**config.mk**
```make
export PLATFORM = sky130hd
export DESIGN_NAME = db_operand_reader
export DESIGN_NICKNAME = d
export VERILOG_FILES = /design/src/rtl/db_operand_reader.sv
export SDC_FILE = /design/constraint.sdc
export NUM_CORES = 1
export LEC_CHECK = 0
export BUFFER_PORTS_ARGS = -buffer_cell sky130_fd_sc_hd__buf_2
export CORE_MARGIN = 3
export CORE_UTILIZATION = 52
export DETAILED_ROUTE_END_ITERATION = 10
export PLACE_DENSITY = 0.85
export REMOVE_ABC_BUFFERS = 1
export SETUP_SLACK_MARGIN = 0.05
export SYNTH_ARGS = -nofsm -noshare
export SYNTH_HDL_FRONTEND = slang
export SYNTH_SLANG_ARGS = --single-unit
```
**constraint.sdc**
```tcl
create_clock -name clk -period 5.19 [get_ports clk]
set_clock_uncertainty 0.15 [all_clocks]
set_input_delay 0 -clock clk [delete_from_list [all_inputs] [get_ports clk]]
set_output_delay 0 -clock clk [all_outputs]
set_load 0.02 [all_outputs]
```
**src/rtl/db_operand_reader.sv**
```systemverilog
// Read-side sequencer for the data bank: walks two bank addresses in lockstep
// and streams the captured operand pairs out on a valid/ready interface.
//
// state | meaning
// IDLE  | waiting for start; a zero-count start pulses done and stays here
// RUN   | addresses walking, pairs captured whenever the output slot is free
// DRAIN | last pair captured, waiting for the consumer to accept it
module db_operand_reader #(
    parameter int W     = 24,
    parameter int DEPTH = 40,
    parameter int ADDRW = 6
) (
    input  logic             clk,
    input  logic             rst_n,
    input  logic             start,
    input  logic [ADDRW-1:0] base_a,
    input  logic [ADDRW-1:0] base_b,
    input  logic [ADDRW:0]   count,
    output logic             busy,
    output logic             done,
    output logic [ADDRW-1:0] db_raddr_a,
    output logic [ADDRW-1:0] db_raddr_b,
    input  logic [W-1:0]     db_rdata_a,
    input  logic [W-1:0]     db_rdata_b,
    output logic             op_valid,
    input  logic             op_ready,
    output logic [W-1:0]     op_a,
    output logic [W-1:0]     op_b,
    output logic             op_last
);

    typedef enum logic [1:0] {
        S_IDLE  = 2'd0,
        S_RUN   = 2'd1,
        S_DRAIN = 2'd2
    } state_t;

    localparam logic [ADDRW-1:0] LAST_ADDR = ADDRW'(DEPTH - 1);
    localparam logic [ADDRW-1:0] ADDR_ONE  = ADDRW'(1);
    localparam logic [ADDRW:0]   CNT_ONE   = (ADDRW + 1)'(1);

    state_t           state_q, state_nxt;
    logic [ADDRW-1:0] raddr_a_q, raddr_a_nxt;
    logic [ADDRW-1:0] raddr_b_q, raddr_b_nxt;
    logic [ADDRW:0]   remaining_q, remaining_nxt;
    logic             op_valid_q, op_valid_nxt;
    logic             op_last_q, op_last_nxt;
    logic [W-1:0]     op_a_q, op_a_nxt;
    logic [W-1:0]     op_b_q, op_b_nxt;
    logic             busy_q, busy_nxt;
    logic             done_q, done_nxt;
    logic             cap;
    logic             last_pair;

    // Out-of-range addresses also fold back to 0 so an illegal base cannot
    // walk past the bank forever.
    function automatic logic [ADDRW-1:0] next_addr(input logic [ADDRW-1:0] a);
        return (a >= LAST_ADDR) ? '0 : a + ADDR_ONE;
    endfunction

    always_ff @(posedge clk or negedge rst_n) begin
        if (!rst_n) begin
            state_q     <= S_IDLE;
            raddr_a_q   <= '0;
            raddr_b_q   <= '0;
            remaining_q <= '0;
            op_valid_q  <= 1'b0;
            op_last_q   <= 1'b0;
            op_a_q      <= '0;
            op_b_q      <= '0;
            busy_q      <= 1'b0;
            done_q      <= 1'b0;
        end else begin
            state_q     <= state_nxt;
            raddr_a_q   <= raddr_a_nxt;
            raddr_b_q   <= raddr_b_nxt;
            remaining_q <= remaining_nxt;
            op_valid_q  <= op_valid_nxt;
            op_last_q   <= op_last_nxt;
            op_a_q      <= op_a_nxt;
            op_b_q      <= op_b_nxt;
            busy_q      <= busy_nxt;
            done_q      <= done_nxt;
        end
    end

    always_comb begin
        state_nxt     = state_q;
        raddr_a_nxt   = raddr_a_q;
        raddr_b_nxt   = raddr_b_q;
        remaining_nxt = remaining_q;
        op_valid_nxt  = op_valid_q;
        op_last_nxt   = op_last_q;
        op_a_nxt      = op_a_q;
        op_b_nxt      = op_b_q;
        busy_nxt      = busy_q;
        done_nxt      = 1'b0;
        cap           = !op_valid_q || op_ready;
        // <=1 rather than ==1 so a corrupted counter still ends the command
        last_pair     = (remaining_q <= CNT_ONE);

        case (state_q)
            S_IDLE: begin
                if (start) begin
                    if (count != '0) begin
                        raddr_a_nxt   = base_a;
                        raddr_b_nxt   = base_b;
                        remaining_nxt = count;
                        busy_nxt      = 1'b1;
                        state_nxt     = S_RUN;
                    end else begin
                        done_nxt = 1'b1;
                    end
                end
            end
            S_RUN: begin
                if (cap) begin
                    op_a_nxt     = db_rdata_a;
                    op_b_nxt     = db_rdata_b;
                    op_valid_nxt = 1'b1;
                    op_last_nxt  = last_pair;
                    raddr_a_nxt  = next_addr(raddr_a_q);
                    raddr_b_nxt  = next_addr(raddr_b_q);
                    if (remaining_q != '0) begin
                        remaining_nxt = remaining_q - CNT_ONE;
                    end
                    if (last_pair) begin
                        state_nxt = S_DRAIN;
                    end
                end
            end
            S_DRAIN: begin
                if (op_ready) begin
                    op_valid_nxt = 1'b0;
                    op_last_nxt  = 1'b0;
                    done_nxt     = 1'b1;
                    busy_nxt     = 1'b0;
                    state_nxt    = S_IDLE;
                end
            end
            default: begin
                state_nxt = S_IDLE;
            end
        endcase
    end

    assign busy       = busy_q;
    assign done       = done_q;
    assign db_raddr_a = raddr_a_q;
    assign db_raddr_b = raddr_b_q;
    assign op_valid   = op_valid_q;
    assign op_last    = op_last_q;
    assign op_a       = op_a_q;
    assign op_b       = op_b_q;

endmodule
```
# Word level (Yosys, flattened, before mapping)
# Cells that the tools add are included.
# word_totals
regBits,73
elab_cells,71
# classes
muxes,33
n_eq_ne,8
n_lt_le_gt_ge,3
reduce_logical,14
add_sub_neg,3
# ops
cell,count
6-bit 2-to-1 mux,8
7-bit 2-to-1 mux,4
6-bit case mux with 2 select lines,2
7-bit case mux with 2 select lines,1
7-bit nonzero test,2
"6-bit by 1-bit adder with 6-bit output, second input constant",2
"6-bit greater-or-equal comparator, second input constant",2
"2-bit != test, second input constant",6
2-bit 2-to-1 mux,5
5-bit AND reduction,2
1-bit 2-to-1 mux,8
1-bit case mux with 2 select lines,4
4-bit AND reduction,2
"7-bit by 1-bit less-or-equal comparator with 1-bit output, second input constant",1
"7-bit by 1-bit subtractor with 7-bit output, second input constant",1
2-bit case mux with 3 select lines,1
2-bit nonzero test,3
3-bit AND reduction,1
"2-bit by 1-bit == test with 1-bit output, second input constant",1
"2-bit == test, second input constant",1
2-bit logical NOT,1
2-bit AND reduction,1
1-bit logical NOT,1
1-bit logical OR,1

# Depth between registers and ports, before layout
# Gate-level depths: netlist (run 1).
# depth
ltp_word,4
mapped_depth,6
depth_no_buf,6

# Least setup slack after synthesis (run 1)
# OpenSTA, ideal clock, no wires.
# synth_timing
path_kind,register to register
from,"register op_valid_q, in the netlist op_valid"
to,"register op_a_q[0], in the netlist op_a[0]"
arrival_ps,1738
n_path_buf,2
period_less_slack_ps,2013
stages_incl_launch_ff,6
path_slack_ps,3177
setup_ps,125
path_cell_list,dfrtp_1 > nor2b_1 > nor2_1 > buf_1 > buf_2 > mux2_2
# synth_between
elab_chain_len,3
# synth_rtl
element,line,rtl
"start, declared",46,"logic op_valid_q, op_valid_nxt;"
"start signal, assigned",78,op_valid_q <= op_valid_nxt;
1-bit logical NOT,98,cap = !op_valid_q || op_ready;
1-bit logical OR,98,
2-bit AND reduction (no source line),-,
"end signal, assigned",80,op_a_q <= op_a_nxt;
"end, declared",48,"logic [W-1:0] op_a_q, op_a_nxt;"
# Every way passes these cells.
# A chain may end at the register's enable or synchronous reset.

# Worst setup path after layout (run 1)
# layout_timing
from,input count[4]
to,"register raddr_a_q[0], in the netlist db_raddr_a[0]"
# layout_between
elab_chain_len,3
# layout_rtl
element,line,rtl
"start, declared",18,"input logic [ADDRW:0] count,"
7-bit nonzero test,105,if (count != '0) begin
2-bit != test (no source line),-,
4-bit AND reduction (no source line),-,
"end signal, assigned",75,raddr_a_q <= raddr_a_nxt;
"end, declared",43,"logic [ADDRW-1:0] raddr_a_q, raddr_a_nxt;"
# Every way passes these cells.

==> out/metrics.csv, run 1 <==
metric,value,unit
std cell rows,28,
hpwl dp,5.88,mm
Placed Area,4060,µm²
Synth Register Bits,73,
DIE AREA,7390,µm²
Yosys top cell by area,dfrtp_1,
average wire per standard cell,19.1,µm
# hold bufs at CTS,71,
Via Count,3165,
synth cell count leaders,"dfrtp_1, mux2_2, a21oi_1",
R2R setup slack,2.78,ns
CP endpoint,db_raddr_a[0],
routed vias/inst,5.69,
CTS tree,yes,
f_max,0.399,GHz
YS warnings,0,
cells after synthesis,272,
CTS Buf Count,9,
worst slew pin tran,0.904,ns
first-pass GRT wire length,16.8,mm
Design Power,2.64,mW
"Distinct cells, synth",44,
most frequent cell after synthesis,dfrtp_1,
R2R Path Start,state_q[0],
Routed WL,10.6,mm
startpoint types,input port,
Reg2Reg Capture Point,db_raddr_a[0],
"delay-heaviest family, CP",simple AND/OR/NAND/NOR gates,
layout filler cell count,296,
root buf cell,clkbuf_8,
grt total ovfl,0,
top-area cell type share of the netlist area,54.9,%
Mapped Area,3330,µm²
htree depth,3,
average size of a mapped cell,12.2,µm²
clock transition at the registers of the reported paths,0.07,ns
Slowest cell on crit path,nand3_1,
Crit path largest cell delay,0.61,ns
Worst VDD drop,0.377,mV
Clock Sinks,73,
post-route ant nets,0,
Final Cycle Share,48.2,%
"Clk Latency, worst-skew pair",0.33,ns
Tmin final,2.50,ns
Die Y,86.0,µm
nets,552,
Total GRT Usage,29.6,%
setup tns final,0,ns
"EDFF count, synth",0,
Setup-failing EPs final,0,
post-route cell area,4990,µm²
Max-cap violations,0,
HP Class,in2async,
top-level port count,135,
Worst Setup End Kind,flop,
"Critical Path, Cell by Cell",dlygate4sd3_1 -> buf_2 -> nor4_1 -> nand3_1 -> nand2_1 -> mux2_2,
layout cells sized above 1,43.0,%
post_cts resized,0,
r2r worst-path depth,4,
prevailing post-synth register cell,dfrtp_1,
clk buf depth,2,
CP Buf/Inv Count,2,
initial core utilization,54.9,%
Slew Limit Fails,0,
Crit path required time,5.27,ns
Layout area overhead,50.0,%
crit path launch,count[4],
pin count of the biggest net entering global routing,74,
ys async rst share,100,%
Die X-Extent,86.0,µm
initial antenna violation count,0,
post-CTS setup buffers,0,
Leak Pwr,2.39,nW
CP arrival,2.58,ns
register area share after synthesis,54.9,%
WP depth,6,
Synth area leaders,"dfrtp_1, mux2_2, a21oi_1",
crit-path max FO,19,
RSZ-0062 raised after global routing,false,
status,"complete, no violations",
TritonRoute pass-1 iters,4,
CORE AREA,6060,µm²
1st-iter DRT viols,193,
GP Congestion,0.933,
DRC viols,0,
Port Buffers,134,
worst relative slew slack,39.8,%
diodes inserted,0,
vias in the first global route,3179,
Power Density,528,nW/µm²
crit path kind,in2reg,
final hold viol count,0,
state kept, by name, indices dropped and copies added (netlist names):
| name | cells |
|---|---|
| op_valid | 1 |
| state_q | 2 |
| op_a | 24 |
| db_raddr_b | 6 |
| remaining_q | 7 |
| op_last | 1 |
| done | 1 |
| op_b | 24 |
| db_raddr_a | 6 |
| busy | 1 |
per-stage QoR:
step	setup WS [ns]	utilization (%)	hold WS, ns	cells
finish	2.69	82.3	0.158	556
global route	2.54	82.3	0.268	556
CTS	2.76	82.3	0.215	556
detailed placement	2.79	67.0	0.0390	469
global placement	2.86	67.0	0.0298	469
floorplan	1.18	-	-0.446	258
cells in the final DEF, fill, tap and decap left out, types with 2 or more instances in the layout:
cell type / n
a211o_1: 2
a21o_1: 3
a21oi_1: 16
a22oi_1: 3
a31oi_1: 7
a32o_1: 3
a32oi_1: 4
and3_1: 3
buf_2: 133
buf_4: 3
bufinv_16: 2
clkbuf_8: 10
clkinv_2: 2
dfrtp_1: 73
dlygate4sd3_1: 71
ha_1: 5
inv_1: 9
mux2_2: 50
mux2i_1: 2
nand2_1: 8
nand3_1: 4
nand4_1: 2
nor2_1: 7
nor2b_1: 2
nor3_1: 5
nor3b_1: 3
nor4_1: 4
o211a_1: 4
o21ai_0: 12
o22ai_1: 4
o2bb2ai_1: 2
o31ai_1: 4
o41ai_1: 2
logic make-up after synthesis:
logic type	share of synthesized area, %
AND/OR/NAND/NOR	7.82
AO/OA/AOI/OAI	15.1
adder cells (fa/ha/maj)	1.88
multiplexers	17.5
buffers and inverters	2.75
flip-flops	54.9
how the worst min path moves through the flow:
stage          start              to  depth (start not counted)
2_1_floorplan  rst_n            busy                          0
3_5_place_dp   rst_n   db_raddr_b[2]                          1
4_1_cts        rst_n  remaining_q[3]                          2
6_report       rst_n   db_raddr_b[0]                          2
5_1_grt        rst_n   db_raddr_b[0]                          2
3_3_place_gp   rst_n  remaining_q[2]                          1
area by class of cell:
| class | count | area [µm²] | share of cell area (%) |
|---|---|---|---|
| sequential | 73 | 1830 | 36.6 |
| multi-input combinational | 176 | 1420 | 28.4 |
| timing repair buffer | 207 | 1400 | 28.0 |
| clock buffer | 11 | 141 | 2.83 |
| tap | 75 | 93.8 | 1.88 |
| clock inverter | 5 | 78.8 | 1.58 |
| inverter | 9 | 33.8 | 0.677 |
layer usage:
layer	vias to the layer above	global-route usage [%]	share of wire [%]
met3	22	6.92	9.2
met4	0	9.06	2.1
met2	195	50.9	50
met5	-	0	0
met1	1514	37.1	39
li1	1434	-	-
where the power goes:
part / switching, mW / internal [mW] / leakage, nW / total, mW
combinational: 0.673 / 0.505 / 1.41 / 1.18
clock: 0.212 / 0.283 / 0.113 / 0.496
sequential: 0.190 / 0.773 / 0.862 / 0.963
total: 1.07 / 1.56 / 2.39 / 2.64
Note: power is estimated with default switching activity, not from simulation.
==> inputs of run 2 (changes only) <==
CORE_UTILIZATION = 48   (was 52)
PLACE_DENSITY = 0.8   (was 0.85)
clock period = 2.6 ns   (was 5.19 ns; I/O delays follow)
==> out/metrics.csv, run 2 (synthesized netlist as in run 1, its figures left out) <==
metric,value,unit,change
status,"complete, no violations",,unchanged
crit-path max FO,12,,was 19
1st-iter DRT viols,131,,was 193
Switching Fraction,40.0,%,was 40.8%
# placed instances,474,,was 469
Slowest cell on crit path,or4b_4,,was nand3_1
grt total ovfl,0,,unchanged
sequential power share,35.5,%,was 36.5%
f_max,0.459,GHz,
CORE AREA,6530,µm²,was 6060 µm²
htree depth,3,,unchanged
"commonest non-fill, non-tap cell in the layout",buf_2,,unchanged
worst slew pin tran,0.894,ns,was 0.904 ns
post-CTS setup buffers,0,,unchanged
CTS Buf Count,9,,unchanged
average wire per standard cell,18.3,µm,was 19.1 µm
GP Congestion,0.904,,was 0.933
combinational fraction of design power,44.3,%,was 44.7%
DRC viols,0,,unchanged
CP arrival,2.23,ns,was 2.58 ns
Leak Pwr,2.41,nW,was 2.39 nW
Worst VDD drop,0.636,mV,was 0.377 mV
HP Class,in2async,,unchanged
layout filler cell count,383,,was 296
vias in the first global route,3170,,was 3179
Power Density,1060,nW/µm²,was 528 nW/µm²
"Clk Latency, worst-skew pair",0.34,ns,was 0.33 ns
first-pass GRT wire length,15.8,mm,was 16.8 mm
post-route ant nets,0,,unchanged
Die Y,89.3,µm,was 86.0 µm
startpoint types,flop,,was input port
Switch Pwr,2.14,mW,was 1.07 mW
DIE AREA,7970,µm²,was 7390 µm²
Worst Setup End Kind,flop,,unchanged
clock share of power,20.2,%,was 18.8%
RSZ-0062 raised after global routing,false,,unchanged
most frequent cells in the layout,"buf_2, dfrtp_1, dlygate4sd3_1",,unchanged
std cell rows,29,,was 28
clock transition at the registers of the reported paths,0.08,ns,was 0.07 ns
Port Buffers,134,,unchanged
Slew Limit Fails,0,,unchanged
final hold viol count,0,,unchanged
Final Cycle Share,83.8,%,
CTS tree,yes,,unchanged
Total GRT Usage,26.0,%,was 29.6%
post_cts resized,0,,unchanged
Setup-failing EPs final,0,,unchanged
initial core utilization,50.9,%,was 54.9%
Routed WL,10.3,mm,was 10.6 mm
TritonRoute pass-1 iters,4,,unchanged
Crit path largest cell delay,0.66,ns,was 0.61 ns
crit path kind,reg2reg,,was in2reg
initial antenna violation count,1,,was 0
clk buf depth,2,,unchanged
Tmin final,2.18,ns,
Clock Sinks,73,,unchanged
diodes inserted,0,,unchanged
Die X-Extent,89.3,µm,was 86.0 µm
routed vias/inst,5.57,,was 5.69
Crit path required time,2.65,ns,was 5.27 ns
Layout area overhead,51.8,%,was 50.0%
root buf cell,clkbuf_8,,unchanged
layout cells sized above 1,43.4,%,was 43.0%
Max-cap violations,0,,unchanged
top-level port count,135,,unchanged
Finished Layout Cells,561,,was 556
Hold WS,0.171,ns,was 0.158 ns
worst relative slew slack,40.4,%,was 39.8%
pin count of the biggest net entering global routing,74,,unchanged
"Critical Path, Cell by Cell",nand2b_1 -> or4b_4 -> nand3_1 -> o21ai_0,,was dlygate4sd3_1 -> buf_2 -> nor4_1 -> nand3_1 -> nand2_1 -> mux2_2
nets,555,,was 552
hpwl dp,5.99,mm,was 5.88 mm
cell internal pwr,3.22,mW,was 1.56 mW
Via Count,3125,,was 3165
run 2: cell count changes in the layout (fill, tap and decap cells not counted), sizes merged:
cell,previous run,this run
inv,9,10
clkinv,3,1
bufinv,2,3
clkinvlp,0,1
clkbuf,11,10
buf,136,139
run 2: worst max-delay path: cells and delay by family (launching register included):
family / cells / cell delay [ns]
simple gates: 3 / 1.21
flops: 1 / 0.55
compound gates: 1 / 0.13
run 2: repair_timing:
action	CTS	global route
endpoints found under the setup margin	0	0
hold buffers	71	0
endpoints found under the hold margin	146	0
run 2: final timing paths:
| kind | to | slack, ns | depth (start not counted) | startpoint |
|---|---|---|---|---|
| max reg2reg | remaining_q[3] | 0.42 | 4 | state_q[0] |
| max in group asynchronous | op_b[5] | 1.55 | 2 | rst_n |
| min reg2reg | op_a[19] | 0.36 | 1 | op_a[19] |
| min | remaining_q[2] | 0.17 | 2 | rst_n |
| min in group clk | op_b[2] | 0.28 | 3 | db_rdata_b[2] |
| max | remaining_q[3] | 0.42 | 4 | state_q[0] |
run 2: cell type report:
class	count	area [µm²]	area share, %
sequential	73	1830	36.2
clock buffer	10	128	2.53
multi-input combinational	176	1420	28.0
clock inverter	6	115	2.28
tap	77	96.3	1.91
timing repair buffer	210	1430	28.4
inverter	9	33.8	0.669
run 2: layer usage:
layer,share of wire (%),wire (µm),vias up,track usage (%)
li1,-,-,1441,-
met2,48,4960,156,44.0
met4,2.7,277,2,11.1
met3,7.6,777,28,6.45
met1,41,4220,1498,31.7
met5,0.13,13,-,0
run 2: stage by stage:
stage	setup WS, ns	power, mW	util (%)	instance area, µm²	TNS (ns)
6_report	0.421	5.36	77.3	5050	0
5_1_grt	0.245	5.68	77.3	5050	0
4_1_cts	0.433	5.31	77.3	5050	0
3_5_place_dp	0.446	4.14	62.7	4100	0
3_3_place_gp	0.501	4.05	62.7	4100	0
2_1_floorplan	-1.41	3.37	-	3270	-67.69
run 2: power groups by stage:
stage	clock, mW	combinational, mW	sequential (mW)
2_1_floorplan	0	1.11	2.26
3_3_place_gp	0	2.19	1.86
3_5_place_dp	0	2.26	1.88
4_1_cts	1.10	2.34	1.86
5_1_grt	1.15	2.58	1.95
6_report	1.08	2.37	1.90
